===== src/rtl/mata_poly_reader.sv =====
// mata_poly_reader: streams one 256-coefficient polynomial A[k][l] out of the
// packed matrix-A RAM, one coefficient per handshake. A two-word prefetch
// buffer hides the RAM read latency and absorbs downstream backpressure.
module mata_poly_reader #(
  parameter int K                    = 8,
  parameter int L                    = 7,
  parameter int COEFF_WIDTH          = 24,
  parameter int COEFF_PER_WORD       = 4,
  parameter int NTT_ADDR_WIDTH       = 12,
  parameter int MATRIX_A_BASE_OFFSET = 0
) (
  input  logic                                  clk,
  input  logic                                  rst,
  input  logic                                  start,
  input  logic [2:0]                            k_idx,
  input  logic [2:0]                            l_idx,
  output logic [NTT_ADDR_WIDTH-1:0]             addr_matA,
  input  logic [COEFF_WIDTH*COEFF_PER_WORD-1:0] dout_matA,
  output logic [COEFF_WIDTH-1:0]                coeff_out,
  output logic                                  coeff_valid,
  input  logic                                  coeff_ready,
  output logic                                  coeff_last,
  output logic [7:0]                            coeff_idx,
  output logic                                  busy,
  output logic                                  done,
  output logic                                  err
);

  localparam int WORD_W         = COEFF_WIDTH * COEFF_PER_WORD;
  localparam int WORDS_PER_POLY = 256 / COEFF_PER_WORD;
  localparam int WCNT_W         = $clog2(WORDS_PER_POLY);
  localparam int SEL_W          = $clog2(COEFF_PER_WORD);

  typedef enum logic [1:0] {S_IDLE, S_READ, S_DRAIN, S_DONE} state_t;

  state_t                      state_q, state_d;
  logic [NTT_ADDR_WIDTH-1:0]   base_q, base_d;
  logic [NTT_ADDR_WIDTH-1:0]   addr_q;
  logic [WCNT_W-1:0]           w_q;
  logic [7:0]                  idx_q;
  logic                        s1_q, s2_q;   // read issued / read data on dout_matA
  logic [WORD_W-1:0]           buf_q [2];
  logic                        wr_ptr_q, rd_ptr_q;
  logic [1:0]                  buf_cnt_q, buf_cnt_d;
  logic                        err_q;

  logic                        accept, bad_start, issue, hs, pop;
  logic [2:0]                  occupancy;
  logic [SEL_W-1:0]            sel;
  logic [WORD_W-1:0]           head_word;
  logic [COEFF_WIDTH-1:0]      lanes [COEFF_PER_WORD];

  assign sel       = idx_q[SEL_W-1:0];
  assign head_word = buf_q[rd_ptr_q];

  // Split the head buffer word into its coefficient lanes, lane 0 in the LSBs.
  for (genvar gi = 0; gi < COEFF_PER_WORD; gi++) begin : g_lane
    assign lanes[gi] = head_word[gi*COEFF_WIDTH +: COEFF_WIDTH];
  end

  assign coeff_valid = (buf_cnt_q != 2'd0);
  assign coeff_out   = coeff_valid ? lanes[sel] : '0;
  assign coeff_idx   = idx_q;
  assign coeff_last  = coeff_valid && (idx_q == 8'd255);
  assign hs          = coeff_valid && coeff_ready;
  assign pop         = hs && (sel == SEL_W'(COEFF_PER_WORD - 1));
  assign addr_matA   = addr_q;
  assign busy        = (state_q != S_IDLE);
  assign done        = (state_q == S_DONE);
  assign err         = err_q;

  // Words held plus words still travelling through the RAM pipeline.
  assign occupancy = {1'b0, buf_cnt_q} + {2'b0, s1_q} + {2'b0, s2_q};
  assign buf_cnt_d = buf_cnt_q + {1'b0, s2_q} - {1'b0, pop};
  assign base_d    = NTT_ADDR_WIDTH'(MATRIX_A_BASE_OFFSET +
                     (int'(k_idx) * L + int'(l_idx)) * WORDS_PER_POLY);

  // Next-state logic: start handling, read issue throttling and completion.
  always_comb begin
    state_d   = state_q;
    accept    = 1'b0;
    bad_start = 1'b0;
    issue     = 1'b0;
    case (state_q)
      S_IDLE: begin
        if (start) begin
          if ((int'(k_idx) < K) && (int'(l_idx) < L)) begin
            accept  = 1'b1;
            state_d = S_READ;
          end else begin
            bad_start = 1'b1;
          end
        end
      end
      S_READ: begin
        issue = (occupancy < 3'd2);
        if (issue && (w_q == WCNT_W'(WORDS_PER_POLY - 1))) state_d = S_DRAIN;
      end
      S_DRAIN: begin
        if (hs && (idx_q == 8'd255)) state_d = S_DONE;
      end
      S_DONE:  state_d = S_IDLE;
      default: state_d = S_IDLE;
    endcase
  end

  // State register.
  always_ff @(posedge clk) begin
    if (!rst) state_q <= S_IDLE;
    else      state_q <= state_d;
  end

  // Datapath: address generation, read pipeline, prefetch buffer, counters.
  always_ff @(posedge clk) begin
    if (!rst) begin
      base_q    <= '0;
      addr_q    <= '0;
      w_q       <= '0;
      idx_q     <= '0;
      s1_q      <= 1'b0;
      s2_q      <= 1'b0;
      buf_q[0]  <= '0;
      buf_q[1]  <= '0;
      wr_ptr_q  <= 1'b0;
      rd_ptr_q  <= 1'b0;
      buf_cnt_q <= 2'd0;
      err_q     <= 1'b0;
    end else begin
      if (accept) begin
        base_q <= base_d;
        w_q    <= '0;
        idx_q  <= '0;
      end else if (hs) begin
        idx_q <= idx_q + 8'd1;
      end
      if (issue) begin
        addr_q <= base_q + NTT_ADDR_WIDTH'(w_q);
        w_q    <= w_q + 1'b1;
      end
      s1_q <= issue;
      s2_q <= s1_q;
      if (s2_q) begin
        buf_q[wr_ptr_q] <= dout_matA;
        wr_ptr_q        <= ~wr_ptr_q;
      end
      if (pop) rd_ptr_q <= ~rd_ptr_q;
      buf_cnt_q <= buf_cnt_d;
      err_q     <= bad_start;
    end
  end

endmodule

===== config.mk =====
export PLATFORM = sky130hd
export DESIGN_NAME = mata_poly_reader
export DESIGN_NICKNAME = d
export VERILOG_FILES = /design/src/rtl/mata_poly_reader.sv
export SDC_FILE = /design/constraint.sdc
export NUM_CORES = 1
export LEC_CHECK = 0
export CAP_MARGIN = 20
export CORE_ASPECT_RATIO = 1.5
export CORE_MARGIN = 2
export CORE_UTILIZATION = 36
export DETAILED_ROUTE_END_ITERATION = 10
export SYNTH_ARGS = -nofsm -noshare
export SYNTH_HDL_FRONTEND = slang
export SYNTH_SLANG_ARGS = --single-unit

===== constraint.sdc =====
create_clock -name clk -period 9.5 [get_ports clk]
set_input_delay 1.9 -clock clk [delete_from_list [all_inputs] [get_ports clk]]
set_output_delay 1.9 -clock clk [all_outputs]
set_load 0.01 [all_outputs]

==> run summary <==
Outcome: finished clean
Average cell area after synthesis: 14.1 µm²
Clock Skews: 9.85 ps
Synthesized area: 10700 µm²
Vias per cell: 4.75
Main flop type after synthesis: edfxtp_1
Largest net degree at the start of global routing: 98
Max Transition Viols Final: 0
Most used cell, CP: buf_4
H-tree depth: 1
Final period util: 52.4%
Core ar.: 29400 µm²
Synth top area share: 54.0%
DIE AREA: 31100 µm²
Startpoint types: primary input
CTS tree: built
Routed wire per std cell: 17.4 µm
Pre-CTS setup slack: 3910 ps
First-pass GRT wire length: 35600 µm
CP arrival: 5110 ps
Routed Wire Length: 22700 µm
Leakage: 4.73 nW
Vias in the first global route: 6717
Post-CTS Resized: 0
DR pass1 iterations: 4
Fill cells: 2666
Top cell types by occurrence after synthesis: and2_1 (196), edfxtp_1 (192), mux4_2 (48), dfxtp_1 (42), nor2_1 (42)
Clock slew at reported path FFs: 60 ps
I/O Pins: 155
Num CTS Buffers: 23
Power density cells: 179 nW/µm²
Seq/Total Area, Yosys: 61.9%
Crit Path Class: in2reg
Share of post-route cells with drive strength above 1: 11.4%
HP Class: reg2reg
Syn_nets: 886
Setup slack after layout: 4520 ps
Setup TNS: 0 ps
Async S/R FF share, synth: 0%
Critical Path Fanout Max: 97
Via count: 6210
Yosys warning count: 0
Port bufs: 154
Root Buffer: clkbuf_16
RSZ-0062 raised after global routing: no
Antenna diodes: 0
Post-synth EDFFs: 192
Gr usage total: 14.9%
Final hold vios: 0
Initial antenna violation count: 0
Synth area leaders: edfxtp_1 (54%), and2_1 (11%), mux4_2 (10%)
Slowest CP cell: clkdlybuf4s50_1
# nets final: 1027
Total power: 2.38 mW
FF/Latch Area: 6610 µm²
Remaining DRCs: 0
Total setup buffers inserted after CTS: 0
ANT nets after route: 0
Starting DRT DRC Count: 282
Crit-path cells: clkdlybuf4s50_1, and3_2, buf_4, nand2b_4, buf_4
CTS Sinks: 234
GP Congestion: 0.771
Flop and latch count out of synthesis: 234
Die W: 145 µm
Worst path max stage delay: 830 ps
Hold_buf cts: 0
Max-cap violation count: 0
Critical Path RT: 9630 ps
Leading area contributor after synthesis: edfxtp_1
Area Overhead vs Synth: 24.6%
Core Rows: 77
DP HPWL: 14100 µm
Most frequent cell after synthesis: and2_1
Clk_lat worst skew: 500 ps
Chip Height: 215 µm
Multi-input logic area: 3810 µm²
Worst-Margin Slew: 1030 ps
Worst setup EP type: flip-flop
Fmax: 201 MHz
Final setup vio count: 0
Fin crit period: 4980 ps
Cells after Synth: 757
Yosys cell types: 40
GRT overflow: 0
Initial Util: 36.3%
Clock tree buffer depth: 3
Rel. slew slack: 31.7%
Peak VDD IR: 0.130 mV
-- final cells by class --
type                            count  share of cell area [%]
Sequential cell                   234                    49.7
Clock buffer                       29                    4.88
Clock inverter                     11                   0.423
Timing Repair Buffer              161                    12.1
Tap cell                          395                    3.72
Inverter                           17                   0.480
Multi-Input combinational cell    461                    28.7
-- metrics by stage --
| stage | hold slack (ps) | area, µm² | util, % | cells |
|---|---|---|---|---|
| after floorplan | 432 | 10700 | - | 757 |
| after global placement | 443 | 12600 | 42.8 | 1267 |
| after detailed placement | 445 | 12600 | 42.8 | 1267 |
| after CTS | 456 | 13300 | 45.2 | 1307 |
| after global routing | 476 | 13300 | 45.3 | 1308 |
| final | 453 | 13300 | 45.3 | 1308 |
-- worst max-delay path, delay by kind of cell --
kind / cells / cell delay, ps
and+or+nand+nor: 2 / 920
buffers and inverters: 3 / 2200
-- kinds of logic after synthesis --
logic type	count (synthesis)	share of synthesized area, %
multiplexers	75	12.7
adder cells (fa/ha/maj)	23	2.98
AND/OR/NAND/NOR	306	16.1
XOR/XNOR	14	1.15
AO/OA/AOI/OAI	43	2.58
flip-flops	234	61.9
buffers and inverters	62	2.66
-- routing by layer --
layer | up-vias | track usage [%] | share of wire (%)
li1 | 2978 | - | -
met5 | - | 0 | 0
met1 | 3028 | 17.7 | 39
met4 | 0 | 5.40 | 3.4
met2 | 162 | 27.0 | 53
met3 | 42 | 2.07 | 4.2
-- flip-flops by register name (all words and copies together), names as in the netlist, named ones only --
signal / cells
base_q: 6
wr_ptr_q: 1
w_q: 6
coeff_idx: 8
state_q: 2
buf_q: 192
rd_ptr_q: 1
s1_q: 1
buf_cnt_q: 2
err: 1
addr_matA: 12
s2_q: 1
-- path summary, 6_finish.rpt --
path / startpoint / cells after the start / to / slack, ps
setup / recovery: rst / 5 / buf_q[1][47] / 4520
hold / removal: base_q[6] / 2 / addr_matA[6] / 450
setup reg to reg: wr_ptr_q / 4 / buf_q[1][47] / 6310
hold reg to reg: base_q[6] / 2 / addr_matA[6] / 450
-- cells in the final DEF (no fill, tap or decap), drive strengths merged, types with 2 or more instances in the layout --
cell type and n:
clkdlybuf4s50 154, mux2i 27, edfxtp 192, fa 4, a21oi 23, ha 19
nand2 40, nand3 9, nand3b 2, a22oi 2, clkbuf 29, and3 4
inv 18, clkinv 8, mux4 48, a21o 2, xor2 6, clkinvlp 2
nor2 43, buf 7, dfxtp 42, xnor2 8, o21ai 9, a211oi 3
nor3 7, and2 196
-- power by group --
part           leakage (nW)  switching (mW)  internal (mW)
sequential             2.33          0.0256           1.18
clock                 0.351           0.379          0.482
combinational          2.05           0.163          0.145
(Power assumes the default switching activity.)
